<file path="src/rtl/tomasulo_pkg.sv">
// ---------------------------------------------------------------------------
// tomasulo_pkg
//   Shared types for the Tomasulo core: register/word/tag/ROB-id widths, the
//   per-unit completion request (cdb_req_t) and the Common Data Bus broadcast
//   record (cdb_t). It also provides a small modular-add helper that the
//   round-robin logic uses.
// ---------------------------------------------------------------------------
package tomasulo_pkg;

    // Completion ports that share the CDB: arith0, arith1, logic0, logic1, mpy.
    localparam int CDB_REQ_N = 5;

    typedef logic [4:0]  reg_t;
    typedef logic [31:0] word_t;
    typedef logic [5:0]  tag_t;
    typedef logic [3:0]  robid_t;

    typedef struct packed {
        reg_t   wa;
        word_t  wdata;
        tag_t   tag;
        robid_t robid;
    } cdb_req_t;

    // Field order after vld matches cdb_req_t, so {vld, cdb_req_t} is a cdb_t.
    typedef struct packed {
        logic   vld;
        reg_t   wa;
        word_t  wdata;
        tag_t   tag;
        robid_t robid;
    } cdb_t;

    // (a + b) mod n when both operands are already below n.
    function automatic int wrap_add(input int a, input int b, input int n);
        int s;
        s = a + b;
        if (s >= n) s = s - n;
        return s;
    endfunction

endpackage

</file>
<file path="src/rtl/tomasulo_rr_arb.sv">
// ---------------------------------------------------------------------------
// tomasulo_rr_arb
//   Pure combinational round-robin picker. The request vector is rotated so
//   the requester at ptr_i becomes bit 0. The lowest set bit is found, and
//   its offset is rotated back into an absolute index.
//
//   req_i    in  N      request vector
//   ptr_i    in  PTR_W  highest-priority index this cycle (must be < N)
//   gnt_o    out N      one-hot grant, zero when no request
//   gnt_id_o out PTR_W  index of the granted requester
//   any_o    out 1      at least one request is present
// ---------------------------------------------------------------------------
module tomasulo_rr_arb
    import tomasulo_pkg::*;
#(
    parameter int N     = CDB_REQ_N,
    parameter int PTR_W = $clog2(N)
) (
    input  logic [N-1:0]     req_i,
    input  logic [PTR_W-1:0] ptr_i,
    output logic [N-1:0]     gnt_o,
    output logic [PTR_W-1:0] gnt_id_o,
    output logic             any_o
);

    logic [N-1:0]     rot;
    logic [PTR_W-1:0] off;
    logic             found;

    always_comb begin
        // NOTE: every combinational output gets a default first so no path leaves it unassigned (no latch).
        rot      = '0;
        off      = '0;
        found    = 1'b0;
        gnt_o    = '0;
        gnt_id_o = '0;

        for (int i = 0; i < N; i++) begin
            rot[PTR_W'(i)] = req_i[PTR_W'(wrap_add(int'(ptr_i), i, N))];
        end

        for (int i = 0; i < N; i++) begin
            if (!found && rot[PTR_W'(i)]) begin
                found = 1'b1;
                off   = PTR_W'(i);
            end
        end

        gnt_id_o = PTR_W'(wrap_add(int'(ptr_i), int'(off), N));
        if (found) gnt_o[gnt_id_o] = 1'b1;
        any_o = found;
    end

endmodule

</file>
<file path="src/rtl/tomasulo_cdb_arbiter.sv">
// ---------------------------------------------------------------------------
// tomasulo_cdb_arbiter
//   Shares the single Common Data Bus among the completion ports. Each cycle
//   it grants at most one pending requester in round-robin order and
//   acknowledges it combinationally. One cycle later it broadcasts that
//   requester's payload on the registered cdb_r.
//
//   clk       in  1            clock
//   rst       in  1            synchronous active-high reset
//   req_vld   in  N            completion pending, held until acknowledged
//   req_data  in  N x cdb_req  payload per requester, stable while pending
//   req_ack   out N            one-hot/zero combinational grant
//   cdb_r     out cdb_t        registered CDB broadcast
//   gnt_id_r  out PTR_W        requester that produced the current cdb_r
//   idle_r    out 1            no grant was issued in the previous cycle
// ---------------------------------------------------------------------------
module tomasulo_cdb_arbiter
    import tomasulo_pkg::*;
#(
    parameter int N     = CDB_REQ_N,
    parameter int PTR_W = $clog2(N)
) (
    input  logic                 clk,
    input  logic                 rst,
    input  logic     [N-1:0]     req_vld,
    input  cdb_req_t [N-1:0]     req_data,
    output logic     [N-1:0]     req_ack,
    output cdb_t                 cdb_r,
    output logic     [PTR_W-1:0] gnt_id_r,
    output logic                 idle_r
);

    logic [PTR_W-1:0] ptr_q, ptr_d;
    logic             cdb_vld_q;
    cdb_req_t         cdb_pay_q;
    logic [PTR_W-1:0] gnt_id_q;
    logic             idle_q;

    logic [N-1:0]     arb_gnt;
    logic [PTR_W-1:0] arb_id;
    logic             arb_any;
    logic             grant_vld;

    tomasulo_rr_arb #(.N(N), .PTR_W(PTR_W)) u_rr_arb (
        .req_i    (req_vld),
        .ptr_i    (ptr_q),
        .gnt_o    (arb_gnt),
        .gnt_id_o (arb_id),
        .any_o    (arb_any)
    );

    // No grant is issued while reset is held, so a requester never retires
    // a completion that the bus is about to drop.
    assign grant_vld = arb_any && !rst;
    assign req_ack   = rst ? '0 : arb_gnt;

    // Explicit wrap: N need not be a power of two, so the pointer must never
    // count into the unused codes above N-1.
    always_comb begin
        ptr_d = ptr_q;
        if (grant_vld) begin
            ptr_d = (arb_id == PTR_W'(N - 1)) ? '0 : arb_id + PTR_W'(1);
        end
    end

    always_ff @(posedge clk) begin
        // NOTE: state flops use non-blocking assignments so all of them update together at the edge.
        if (rst) begin
            ptr_q     <= '0;
            cdb_vld_q <= 1'b0;
            gnt_id_q  <= '0;
            idle_q    <= 1'b1;
        end else begin
            ptr_q     <= ptr_d;
            cdb_vld_q <= grant_vld;
            idle_q    <= !grant_vld;
            if (grant_vld) gnt_id_q <= arb_id;
        end
    end

    // NOTE: the payload is a plain data register without reset; consumers qualify it with cdb_r.vld.
    always_ff @(posedge clk) begin
        if (grant_vld) cdb_pay_q <= req_data[arb_id];
    end

    assign cdb_r    = {cdb_vld_q, cdb_pay_q};
    assign gnt_id_r = gnt_id_q;
    assign idle_r   = idle_q;

    // Protocol and structural checks.
    a_ack_onehot : assert property (@(posedge clk) $onehot0(req_ack));
    a_ack_subset : assert property (@(posedge clk) (req_ack & ~req_vld) == '0);
    a_ptr_range  : assert property (@(posedge clk) disable iff (rst) int'(ptr_q) < N);

    for (genvar gi = 0; gi < N; gi++) begin : g_req_chk
        a_no_drop : assert property (@(posedge clk) disable iff (rst)
            (req_vld[gi] && !req_ack[gi]) |=> req_vld[gi]);
        a_stable  : assert property (@(posedge clk) disable iff (rst)
            (req_vld[gi] && !req_ack[gi]) |=> $stable(req_data[gi]));
    end

endmodule
</file>
<file path="config.mk">
export PLATFORM = sky130hd
export DESIGN_NAME = tomasulo_cdb_arbiter
export DESIGN_NICKNAME = d
export VERILOG_FILES = /design/src/rtl/tomasulo_pkg.sv /design/src/rtl/tomasulo_rr_arb.sv /design/src/rtl/tomasulo_cdb_arbiter.sv
export SDC_FILE = /design/constraint.sdc
export NUM_CORES = 1
export LEC_CHECK = 0
export CAP_MARGIN = 20
export CORE_MARGIN = 2
export CORE_UTILIZATION = 40
export DETAILED_ROUTE_END_ITERATION = 10
export GPL_ROUTABILITY_DRIVEN = 0
export PLACE_DENSITY = 0.94
export SLEW_MARGIN = 20
export SYNTH_ARGS = -nofsm -noshare
export SYNTH_HDL_FRONTEND = slang
export SYNTH_SLANG_ARGS = --single-unit
</file>
<file path="constraint.sdc">
create_clock -name clk -period 11.8 [get_ports clk]
set_clock_uncertainty 0.2 [all_clocks]
set_input_delay 1.77 -clock clk [delete_from_list [all_inputs] [get_ports clk]]
set_output_delay 1.77 -clock clk [all_outputs]
set_load 0.005 [all_outputs]
</file>
==> results of run 1 <==
## power by group through the flow
stage               clock network [W]  registers (W)  logic (W)
floorplan                           0       0.000546    0.00200
global placement                    0       0.000534    0.00273
detailed placement                  0       0.000538    0.00281
CTS                          0.000157       0.000535    0.00282
global route                 0.000164       0.000547    0.00304
finish                       0.000155       0.000534    0.00281
## path summary, 6_finish.rpt
check | cells after the start | from | slack, ns | end
worst max-delay path | 17 | req_vld[1] | 1.77 | req_ack[1]
worst min-delay path | 2 | gnt_id_r[1] | 0.42 | gnt_id_r[1]
worst max register to register | 17 | ptr_q[0] | 4.03 | cdb_r[45]
worst min register to register | 2 | gnt_id_r[1] | 0.42 | gnt_id_r[1]
## state kept, by name, indices dropped and copies added (netlist names)
| signal | count |
|---|---|
| cdb_r | 47 |
| gnt_id_r | 3 |
| ptr_q | 3 |
| cdb_vld_q | 1 |
| idle_r | 1 |
## critical path: stages
cell and delay, ns:
sky130_fd_sc_hd__clkdlybuf4s50_1 0.51, sky130_fd_sc_hd__mux4_2 0.51, sky130_fd_sc_hd__o211ai_1 0.11, sky130_fd_sc_hd__a32oi_1 0.12
sky130_fd_sc_hd__nand4b_4 0.26, sky130_fd_sc_hd__nor2b_1 0.16, sky130_fd_sc_hd__and2_1 0.20, sky130_fd_sc_hd__fa_1 0.66
sky130_fd_sc_hd__inv_1 0.14, sky130_fd_sc_hd__ha_1 0.29, sky130_fd_sc_hd__and2b_1 0.23, sky130_fd_sc_hd__o211ai_1 0.42
sky130_fd_sc_hd__nand3_4 0.72, sky130_fd_sc_hd__nand2_4 1.00, sky130_fd_sc_hd__nand2_1 0.14, sky130_fd_sc_hd__nor3_1 0.19
sky130_fd_sc_hd__clkdlybuf4s50_1 0.53
## per-stage QoR
stage                     worst slack [ns]  instances   util  instance area, sq um  hold WS, ns
after floorplan                       4.45        565      -                  5160        0.391
after global placement                2.06        984  0.649                  8190        0.376
after detailed placement              1.85        984  0.649                  8190        0.404
after CTS                             1.84        992  0.660                  8330        0.424
after global routing                  1.35        993  0.660                  8330        0.470
final                                 1.77        997  0.661                  8340        0.416
## logic make-up after synthesis
| kind of cell | count (synthesis) | synth area share |
|---|---|---|
| XOR/XNOR | 4 | 0.00679 |
| AO/OA/AOI/OAI | 194 | 0.290 |
| multiplexers | 63 | 0.129 |
| adder cells (fa/ha/maj) | 13 | 0.0344 |
| flip-flops | 55 | 0.305 |
| buffers and inverters | 114 | 0.0938 |
| AND/OR/NAND/NOR | 122 | 0.142 |
## routing by layer
layer  up-vias  wire length, um
li1       2690                -
met1      2649             7510
met2       363             9630
met3        52             2170
met4         2              647
met5         -               13
## cells in the final DEF (no fill, tap or decap), types with 6 or more instances in the layout
| cell type | count |
|---|---|
| sky130_fd_sc_hd__nor3_1 | 6 |
| sky130_fd_sc_hd__ha_1 | 11 |
| sky130_fd_sc_hd__buf_4 | 7 |
| sky130_fd_sc_hd__edfxtp_1 | 47 |
| sky130_fd_sc_hd__mux2i_1 | 53 |
| sky130_fd_sc_hd__clkdlybuf4s50_1 | 298 |
| sky130_fd_sc_hd__a21oi_1 | 10 |
| sky130_fd_sc_hd__and3_1 | 51 |
| sky130_fd_sc_hd__nand2_1 | 15 |
| sky130_fd_sc_hd__nor2_1 | 10 |
| sky130_fd_sc_hd__inv_1 | 56 |
| sky130_fd_sc_hd__a21boi_0 | 41 |
| sky130_fd_sc_hd__dfxtp_1 | 8 |
| sky130_fd_sc_hd__a21boi_1 | 7 |
| sky130_fd_sc_hd__mux2_2 | 8 |
| sky130_fd_sc_hd__o221ai_1 | 49 |
| sky130_fd_sc_hd__nor2b_1 | 10 |
| sky130_fd_sc_hd__o211ai_1 | 53 |
## layout make-up
cell class                      instances  area, sq um
Fill cell                             997         4280
Multi-Input combinational cell        396         3160
Timing Repair Buffer                  305         3040
Sequential cell                        55         1570
Tap cell                              172          215
Inverter                               56          210
Clock buffer                            6          129
Clock inverter                          2         12.5
Antenna cell                            5         12.5
==> results.txt, run 1 <==
----------------------------------------------------
[Pwr]
  Power Density ... 419 mW/mm^2
  Clock share of power ... 0.044
  Largest vdd supply drop ... 0.623 mV
  Cell leakage power ... 3.28 nW
  Internal cell power ... between 0.0015 and 0.002 W
  Sw power ... between 0.0015 and 0.002 W
  Post-layout power ... 0.00350 W
  Comb pwr share ... 0.803
  Seq pwr share ... 0.153
  Switching share of total power ... 0.485

[Critical path]
  WP data required ... ~9.8 ns
  Startpoint kind of the worst setup timing path ... input port
  Type of the worst setup path ... in2out
  Critical Path End Type ... output pin
  Data arrival time of the critical path ... 8.06 ns
  Max FO, Critical Path ... 97

[Clock network]
  Post-cts gate resize count ... 0
  CTS tree ... built
  Clk buf depth ... 2
  Latest clock arrival within the worst-skew pair ... approximately 0.3 ns
  Total clock buffers created by CTS ... 5
  H-tree depth ... 2
  CTS clk-pin slew, worst paths ... about 0.070 ns
  Clock root buffer master ... sky130_fd_sc_hd__clkbuf_16
  CTS sink cnt ... 55
  CTS Hold Bufs ... 0
  Post CTS Setup Buffer Count ... 0

[GRT]
  Met1 GRT Util ... 0.337
  First-pass GRT wire length ... 30.9 mm
  Met3 routing resource usage after global routing ... 0.0945
  Total global-route track usage ... 0.283
  Overflow left after global routing ... 0
  Met2 Usage GRT ... 0.476
  Maximum number of pins on one net before global-route repair ... 98
  Antenna violations before repair ... 5
  Via count of the first global-routing pass ... 5492
  Most Crowded Layer GR ... met2

[Synthesis]
  Sequential-to-total area share from yosys stat ... 0.305
  Synthesized instance count ... 565
  Most used standard cells in the synthesized netlist ... sky130_fd_sc_hd__inv_1, sky130_fd_sc_hd__mux2i_1, sky130_fd_sc_hd__o211ai_1, sky130_fd_sc_hd__and3_1, sky130_fd_sc_hd__o221ai_1
  Number of flops mapped to enable cells by yosys ... 47
  Area share of the leading cell type in the synthesized netlist ... 0.274
  Count of cell types in the netlist ... 56
  Top post-synthesis cells by area ... sky130_fd_sc_hd__edfxtp_1, sky130_fd_sc_hd__mux2i_1, sky130_fd_sc_hd__o221ai_1
  Main flop type after synthesis ... sky130_fd_sc_hd__edfxtp_1
  Leading cell type by number of instances after synthesis ... sky130_fd_sc_hd__inv_1
  Number of warning messages in the yosys log ... 0
  Mapped cell area ... slightly above 0.005 sq mm
  Mean post-synth cell area ... 9.13 sq um
  Library cell with the largest summed area after synthesis ... sky130_fd_sc_hd__edfxtp_1
  Number of flip-flops and latches in the synthesized netlist ... 55
  Mapped Nets ... 820
  Fraction of synthesis flops using an asynchronous set or reset pin ... 0

[Cells and area]
  Ratio of cells with drive above 1 in the final layout ... 0.0488
  Post-layout net count ... 1074
  Area added between synthesis and finish ... 61.7%

[Route]
  Iter 0 DRT Violations ... 591
  Router iterations before antenna repair ... 7
  Total Routed Length ... roughly 20 mm
  Average wire length per cell after detail routing ... 20.0 um
  Number of vias in the routed layout ... 5756
  Remaining routing DRC violations ... 0
  Via-per-instance ratio ... 5.77
  Routed Antenna Nets ... 0

[Timing]
  Worst slew slack as a fraction of its limit ... 0.325
  Final worst path period share ... 0.850
  Highest Clock Rate ... 99.7 MHz
  Number of failing setup endpoints in the final timing report ... 0
  RSZ-0062 raised after global routing ... no
  Sum of negative setup slack ... 0 ns
  Final hold violations ... 0
  Worst-margin pin slew ... 1.01 ns
  Final-report max-slew violation count ... 0
  Final worst path period need ... ~10 ns

[Die]
  Number of I/O pins ... 299
  Core ar. ... approximately 0.013 sq mm
  Row Count ... 41
  Die boundary width ... about 120 um
  Die area ... around 0.014 sq mm
  Starting utilization of the core area ... 0.409
  Die boundary height ... 118 um

[Place]
  Final HPWL DP ... 15.1 mm
  Number of port buffers ... ~300

[Job]
  Max-cap violations ... 0

[Hold path]
  Type of the tightest min-delay check ... reg2reg

[Outcome]
  Outcome ... finished clean

----------------------------------------------------
Power figures use the tool's default switching activity.
==> run 2, diff against run 1 <==
--- a/config.mk
+++ b/config.mk
@@ -7,10 +7,10 @@
 export LEC_CHECK = 0
 export CAP_MARGIN = 20
 export CORE_MARGIN = 2
-export CORE_UTILIZATION = 40
+export CORE_UTILIZATION = 35
 export DETAILED_ROUTE_END_ITERATION = 10
 export GPL_ROUTABILITY_DRIVEN = 0
-export PLACE_DENSITY = 0.94
+export PLACE_DENSITY = 0.88
 export SLEW_MARGIN = 20
 export SYNTH_ARGS = -nofsm -noshare
 export SYNTH_HDL_FRONTEND = slang
==> constraint.sdc (replaced) <==
create_clock -name clk -period 8.6 [get_ports clk]
set_clock_uncertainty 0.2 [all_clocks]
set_input_delay 1.29 -clock clk [delete_from_list [all_inputs] [get_ports clk]]
set_output_delay 1.29 -clock clk [all_outputs]
set_load 0.005 [all_outputs]
==> run 2 against run 1 <==
Against the previous run:
- utilization down 8.1 points
- flip-flop and latch count unchanged
- global-route usage down 3.8 points
- final cell count up 1.7%
- sequential share of layout area shrank 0.12 points
- routed wire length is 0.42% higher
- non-clock buffer count up 5
- worst setup slack got worse by 0.88 ns
- critical path depth is the same
- critical endpoint is now req_ack[0]
- highest routed layer is now met4
==> results.txt, run 2 (same netlist as run 1, synthesis figures left out) <==
----------------------------------------------------
[Outcome]
  Outcome ... finished clean

[Cells and area]
  Area added between synthesis and finish ... 62.7%
  Most used cells in the layout excluding fill and tap cells ... sky130_fd_sc_hd__clkdlybuf4s50_1, sky130_fd_sc_hd__inv_1, sky130_fd_sc_hd__o211ai_1, sky130_fd_sc_hd__mux2i_1, sky130_fd_sc_hd__and3_1
  Post-layout net count ... 1079 (+0.47%)
  Number of fill cells in the layout ... 1249 (+25%)
  Flip-flop count of the largest register after layout ... 47 (unchanged)
  Total area of sequential cells ... 0.00157 sq mm (unchanged)
  Most common cell after layout, fill and taps aside ... sky130_fd_sc_hd__clkdlybuf4s50_1
  Area used by multi-input combinational logic ... 0.00316 sq mm (unchanged)
  Ratio of cells with drive above 1 in the final layout ... 0.0533 (+0.00455)

[Route]
  Met3 wire length ... 1.87 mm (-14%)
  Routed Antenna Nets ... 0 (unchanged)
  Detailed-route wire length on metal 1 ... 7.79 mm (+3.8%)
  Highest routing layer actually used ... met4
  Met2 WL ... 9.81 mm (+1.8%)
  Total Routed Length ... 20.1 mm (+0.42%)
  Number of vias in the routed layout ... 5700 (-0.97%)
  Router iterations before antenna repair ... 5 (-2)
  Iter 0 DRT Violations ... 369 (-38%)
  Remaining routing DRC violations ... 0 (unchanged)
  Via-per-instance ratio ... 5.62 (-2.6%)
  Average wire length per cell after detail routing ... 19.8 um (-1.3%)

[Critical path]
  Data arrival time of the critical path ... 6.22 ns (-1.84 ns)
  Type of the worst setup path ... reg2out
  Number of cells traversed by the worst register-to-register path ... 19 (+2)
  Startpoint of the most critical register-to-register path ... ptr_q[1]
  Worst r2r dst ... cdb_r[11]
  Critical Path End Type ... output pin
  Crit. Startpoint ... ptr_q[1]
  Startpoint kind of the worst setup timing path ... register
  WP data required ... 7.11 ns (-2.72 ns)
  Minimum setup slack among reg-to-reg paths ... 1.57 ns (-2.46 ns)
  Capturing instance or port of the critical path ... req_ack[0]
  Max FO, Critical Path ... 18 (-81%)

[Timing]
  Final hold violations ... 0 (unchanged)
  Final worst path period need ... 7.71 ns
  Worst-margin pin slew ... 1.01 ns (-0.00264 ns)
  RSZ-0062 raised after global routing ... no
  Highest Clock Rate ... roughly 130 MHz
  Number of failing setup endpoints in the final timing report ... 0 (unchanged)
  Worst slew slack as a fraction of its limit ... 0.327 (+0.00177)
  Sum of negative setup slack ... 0 ns (unchanged)
  Final worst path period share ... 0.896
  Final-report max-slew violation count ... 0 (unchanged)

[Clock network]
  Latest clock arrival within the worst-skew pair ... 0.29 ns (about the same)
  CTS clk-pin slew, worst paths ... 0.07 ns (about the same)
  CTS Hold Bufs ... 0 (unchanged)
  Clock root buffer master ... sky130_fd_sc_hd__clkbuf_16
  H-tree depth ... 2 (unchanged)
  Total clock buffers created by CTS ... 5 (unchanged)
  Post-cts gate resize count ... 0 (unchanged)
  Clk buf depth ... 2 (unchanged)
  CTS tree ... built
  Post CTS Setup Buffer Count ... 0 (unchanged)
  CTS sink cnt ... 55 (unchanged)

[Die]
  Die boundary width ... 125 um (+6.7%)
  Number of I/O pins ... 299 (unchanged)
  Row Count ... 44 (+7.3%)
  Die area ... 0.0157 sq mm (+14%)
  Core ar. ... 0.0145 sq mm (+15%)
  Die boundary height ... 125 um (+6.7%)
  Starting utilization of the core area ... 0.356 (-0.0525)

[Place]
  Number of port buffers ... 298 (unchanged)
  Final HPWL DP ... 15.0 mm (-0.67%)

[GRT]
  Maximum number of pins on one net before global-route repair ... 97 (-1.0%)
  Via count of the first global-routing pass ... 5377 (-2.1%)
  Antenna violations before repair ... 5 (unchanged)
  First-pass GRT wire length ... 30.4 mm (-1.7%)
  Overflow left after global routing ... 0 (unchanged)
  Total global-route track usage ... 0.245 (-0.0383)

[Hold path]
  Type of the tightest min-delay check ... reg2reg

[Job]
  Max-cap violations ... 0 (unchanged)

----------------------------------------------------
run 2: changes by cell type in the layout (fill, tap and decap cells not counted):
cell / before / now
sky130_fd_sc_hd__buf_4: 7 / 12
sky130_fd_sc_hd__clkinv_1: 0 / 1
sky130_fd_sc_hd__clkinv_2: 1 / 0
sky130_fd_sc_hd__clkinv_4: 0 / 1
sky130_fd_sc_hd__clkinvlp_4: 1 / 0
run 2: per-layer routing:
metal  track usage  vias to the layer above
met2         0.418                      296
met3        0.0774                       42
met5             0                        -
met1         0.289                     2662
li1              -                     2700
met4        0.0908                        0
run 2: worst min path at each step:
stage                startpoint  slack [ns]           to  cells after the start
floorplan           gnt_id_r[0]        0.39  gnt_id_r[0]                      2
global placement    gnt_id_r[2]        0.39  gnt_id_r[2]                      2
detailed placement  gnt_id_r[2]        0.41  gnt_id_r[2]                      2
CTS                 gnt_id_r[1]        0.44  gnt_id_r[1]                      2
global route        gnt_id_r[1]        0.48  gnt_id_r[1]                      2
finish              gnt_id_r[0]        0.43  gnt_id_r[0]                      2
run 2: area by class of cell:
type	count	area share
Multi-Input combinational cell	396	0.376
Timing Repair Buffer	310	0.366
Sequential cell	55	0.187
Tap cell	184	0.0274
Inverter	56	0.0250
Clock buffer	6	0.0154
Clock inverter	2	0.00149
Antenna cell	5	0.00149
run 2: worst max-delay path: stages (launching register included):
cell and delay (ns):
sky130_fd_sc_hd__dfxtp_1 0.70, sky130_fd_sc_hd__inv_1 0.24, sky130_fd_sc_hd__ha_1 0.70, sky130_fd_sc_hd__mux4_2 0.59
sky130_fd_sc_hd__o211ai_2 0.07, sky130_fd_sc_hd__a32oi_1 0.16, sky130_fd_sc_hd__nand4b_4 0.22, sky130_fd_sc_hd__nor2b_1 0.17
sky130_fd_sc_hd__and2_1 0.21, sky130_fd_sc_hd__fa_1 0.61, sky130_fd_sc_hd__inv_1 0.13, sky130_fd_sc_hd__ha_1 0.22
sky130_fd_sc_hd__and2b_1 0.27, sky130_fd_sc_hd__o211ai_1 0.23, sky130_fd_sc_hd__a211oi_1 0.53, sky130_fd_sc_hd__nor2_1 0.10
sky130_fd_sc_hd__nor3_1 0.22, sky130_fd_sc_hd__clkdlybuf4s50_1 0.53
run 2: per-stage QoR:
step / hold WS, ns / area [sq um] / utilization / cells / worst slack [ns]
6_report: 0.430 / 8390 / 0.580 / 1014 / 0.895
5_1_grt: 0.479 / 8390 / 0.579 / 1011 / 0.517
4_1_cts: 0.439 / 8380 / 0.579 / 1009 / 0.945
3_5_place_dp: 0.408 / 8240 / 0.569 / 1001 / 1.12
3_3_place_gp: 0.389 / 8240 / 0.569 / 1001 / 1.28
2_1_floorplan: 0.391 / 5160 / - / 565 / 2.21
Power of run 2 is not shown: default switching activity piles up to over one toggle a cycle in this logic, so the estimate is an artifact.
==> run 3, diff against run 2 <==
--- a/config.mk
+++ b/config.mk
@@ -5,12 +5,13 @@
 export SDC_FILE = /design/constraint.sdc
 export NUM_CORES = 1
 export LEC_CHECK = 0
+export ABC_AREA = 1
 export CAP_MARGIN = 20
 export CORE_MARGIN = 2
-export CORE_UTILIZATION = 35
+export CORE_UTILIZATION = 33
 export DETAILED_ROUTE_END_ITERATION = 10
 export GPL_ROUTABILITY_DRIVEN = 0
-export PLACE_DENSITY = 0.88
+export PLACE_DENSITY = 0.89
 export SLEW_MARGIN = 20
 export SYNTH_ARGS = -nofsm -noshare
 export SYNTH_HDL_FRONTEND = slang
==> run 3 against run 2 <==
Against the previous run:
- cell area fell by 9.5%
- register-to-register slack improved by 1.2 ns
- critical path depth rose by 11
- die area fell by 9.9%
- flip-flop and latch count did not move
- critical path type unchanged
- highest routed layer unchanged
==> results.txt, run 3 <==
----------------------------------------------------
[Outcome]
  Outcome ... finished clean

[GRT]
  Antenna violations before repair ... 0 (-5)
  Maximum number of pins on one net before global-route repair ... 49 (-49%)
  First-pass GRT wire length ... 26.5 mm (-13%)
  Via count of the first global-routing pass ... 5268 (-2.0%)
  Overflow left after global routing ... 0 (unchanged)
  Total global-route track usage ... 0.235 (-0.00982)

[Cells and area]
  Area used by multi-input combinational logic ... 0.00250 sq mm (-21%)
  Cell area after layout ... 0.00759 sq mm (-9.5%)
  Number of fill cells in the layout ... 1157 (-7.4%)
  Total area of sequential cells ... 0.00157 sq mm (unchanged)
  Flip-flop count of the largest register after layout ... 47 (unchanged)
  Ratio of cells with drive above 1 in the final layout ... 0.0320 (-0.0213)
  Area added between synthesis and finish ... 73.7%
  Antenna cell count ... 0 (-5)
  Most used cells in the layout excluding fill and tap cells ... sky130_fd_sc_hd__nand2_1, sky130_fd_sc_hd__clkdlybuf4s50_1, sky130_fd_sc_hd__nand4_1
  Most common cell after layout, fill and taps aside ... sky130_fd_sc_hd__nand2_1
  Post-layout net count ... 1191 (+10%)

[Synthesis]
  Largest family of logic cells by synthesized area ... simple AND/OR/NAND/NOR gates
  Area share of the leading cell type in the synthesized netlist ... 0.338 (+0.0640)
  Sequential-to-total area share from yosys stat ... 0.360 (+0.0550)
  Mapped Nets ... 914 (+11%)
  Post-synthesis simple-gate area fraction ... 0.488 (+0.346)
  Synthesized instance count ... 659 (+17%)
  Leading cell type by number of instances after synthesis ... sky130_fd_sc_hd__nand2_1
  Most used standard cells in the synthesized netlist ... sky130_fd_sc_hd__nand2_1, sky130_fd_sc_hd__nand4_1, sky130_fd_sc_hd__edfxtp_1, sky130_fd_sc_hd__nand3_1, sky130_fd_sc_hd__inv_1
  Count of cell types in the netlist ... 31 (-45%)
  Library cell with the largest summed area after synthesis ... sky130_fd_sc_hd__nand2_1
  Number of warning messages in the yosys log ... 0 (unchanged)
  Mapped cell area ... 0.00437 sq mm (-15%)
  Top post-synthesis cells by area ... sky130_fd_sc_hd__nand2_1, sky130_fd_sc_hd__edfxtp_1, sky130_fd_sc_hd__nand4_1
  Main flop type after synthesis ... sky130_fd_sc_hd__edfxtp_1
  Adder and majority cell fraction of the synthesized area ... 0.0407 (+0.00622)
  Synth Area in XOR/XNOR ... 0.0132 (+0.00638)
  Mean post-synth cell area ... 6.63 sq um (-27%)
  Number of flops mapped to enable cells by yosys ... 47 (unchanged)
  Multiplexer fraction of the synthesized cell area ... 0 (-0.129)
  Number of flip-flops and latches in the synthesized netlist ... 55 (unchanged)
  Complex-gate fraction of the synthesized area ... 0.0229 (-0.267)
  Fraction of synthesis flops using an asynchronous set or reset pin ... 0 (unchanged)

[Route]
  Router iterations before antenna repair ... 5 (unchanged)
  Total Routed Length ... 17.5 mm (-13%)
  Via-per-instance ratio ... 5.01 (-11%)
  Number of vias in the routed layout ... 5571 (-2.3%)
  Average wire length per cell after detail routing ... 15.7 um (-21%)
  Iter 0 DRT Violations ... 400 (+8.4%)
  Remaining routing DRC violations ... 0 (unchanged)
  Routed Antenna Nets ... 0 (unchanged)

[Timing]
  Final hold violations ... 0 (unchanged)
  Final worst path period need ... 7.12 ns (-0.586 ns)
  Highest Clock Rate ... 140 MHz (+8.2%)
  RSZ-0062 raised after global routing ... no
  Sum of negative setup slack ... 0 ns (unchanged)
  Worst-margin pin slew ... 1.05 ns (+0.0466 ns)
  Final worst slack ... 1.48 ns (+0.586 ns)
  Worst slew slack as a fraction of its limit ... 0.298 (-0.0282)
  Final hold slack ... 0.279 ns (-0.151 ns)
  Number of failing setup endpoints in the final timing report ... 0 (unchanged)
  Final-report max-slew violation count ... 0 (unchanged)
  Final worst path period share ... 0.828 (-0.0681)

[Critical path]
  Critical Path End Type ... output pin
  Delay contributed by the slowest stage of the critical path ... 0.65 ns (-0.05 ns)
  Startpoint kind of the worst setup timing path ... register
  Max FO, Critical Path ... 41 (+23)
  Type of the worst setup path ... reg2out
  WP data required ... 7.11 ns (about the same)
  CP max-delay cell ... sky130_fd_sc_hd__dfxtp_1
  Data arrival time of the critical path ... 5.63 ns (-0.59 ns)
  Cell repeated most along the worst path ... sky130_fd_sc_hd__nand2_1

[Clock network]
  Latest clock arrival within the worst-skew pair ... 0.28 ns (about the same)
  Total clock buffers created by CTS ... 5 (unchanged)
  Clock root buffer master ... sky130_fd_sc_hd__clkbuf_16
  Clk buf depth ... 2 (unchanged)
  CTS tree ... built
  H-tree depth ... 2 (unchanged)
  CTS Hold Bufs ... 0 (unchanged)
  Post CTS Setup Buffer Count ... 0 (unchanged)
  Post-cts gate resize count ... 0 (unchanged)
  CTS sink cnt ... 55 (unchanged)
  CTS clk-pin slew, worst paths ... 0.07 ns (about the same)

[Die]
  Die boundary width ... 119 um (-5.1%)
  Starting utilization of the core area ... 0.334 (-0.0224)
  Die boundary height ... 119 um (-5.1%)
  Die area ... 0.0142 sq mm (-9.9%)
  Row Count ... 42 (-4.5%)
  Core ar. ... 0.0131 sq mm (-9.6%)
  Number of I/O pins ... 299 (unchanged)

[Place]
  Final HPWL DP ... 13.9 mm (-7.3%)
  Instance area after placement ... 0.00743 sq mm (-9.8%)
  Setup Slack @ Placement ... 1.62 ns (+0.501 ns)
  Number of port buffers ... 298 (unchanged)

[Hold path]
  Type of the tightest min-delay check ... reg2reg

[Job]
  Max-cap violations ... 0 (unchanged)

----------------------------------------------------
run 3: cell count changes after synthesis, moves of 10 or more:
cell,previous run,this run
sky130_fd_sc_hd__nand2_1,16,393
sky130_fd_sc_hd__mux2i_1,53,0
sky130_fd_sc_hd__o211ai_1,53,0
sky130_fd_sc_hd__and3_1,51,0
sky130_fd_sc_hd__nand4_1,2,52
sky130_fd_sc_hd__o221ai_1,49,0
sky130_fd_sc_hd__a21boi_0,41,1
sky130_fd_sc_hd__clkbuf_1,40,8
sky130_fd_sc_hd__nand3_1,3,35
sky130_fd_sc_hd__inv_1,56,25
sky130_fd_sc_hd__nor2b_1,10,0
run 3: cells by family (layout without fill, tap and decap cells):
family / count (synthesis) / in the layout
AND/OR/NAND/NOR: 509 / 509
buffers and inverters: 61 / 339
flip-flops: 55 / 55
AO/OA/AOI/OAI: 17 / 17
adder cells (fa/ha/maj): 13 / 13
XOR/XNOR: 4 / 4
run 3: critical path, delay by kind of cell, from the launching register on:
kind | cells | cell delay [ns]
simple gates | 12 | 1.10
buf+inv | 8 | 1.57
fa+ha+maj | 4 | 1.28
flops | 1 | 0.65
compound gates | 4 | 0.72
run 3: final timing paths:
kind	from	end	slack, ns	cells past startpoint
setup reg to reg	ptr_q[0]	cdb_r[18]	2.79	29
hold / removal	gnt_id_r[1]	gnt_id_r[1]	0.28	2
hold reg to reg	gnt_id_r[1]	gnt_id_r[1]	0.28	2
setup / recovery	ptr_q[0]	req_ack[2]	1.48	28
run 3: stage by stage:
step                      instances  utilization
after floorplan                 659            -
after global placement         1103        0.566
after detailed placement       1104        0.568
after CTS                      1112        0.579
after global routing           1113        0.580
final                          1113        0.580
run 3: cell type report:
cell class,count,area share
Tap cell,176,0.0290
Timing Repair Buffer,304,0.402
Multi-Input combinational cell,543,0.330
Sequential cell,55,0.207
Inverter,27,0.0137
Clock buffer,6,0.0170
Clock inverter,2,0.00165
run 3: per-layer routing:
| layer | share of wire | GRT usage |
|---|---|---|
| met1 | 0.38 | 0.267 |
| met2 | 0.49 | 0.427 |
| met3 | 0.10 | 0.0642 |
| met4 | 0.030 | 0.0722 |
| met5 | 0 | 0 |
Power of run 3 is left out for the same reason.
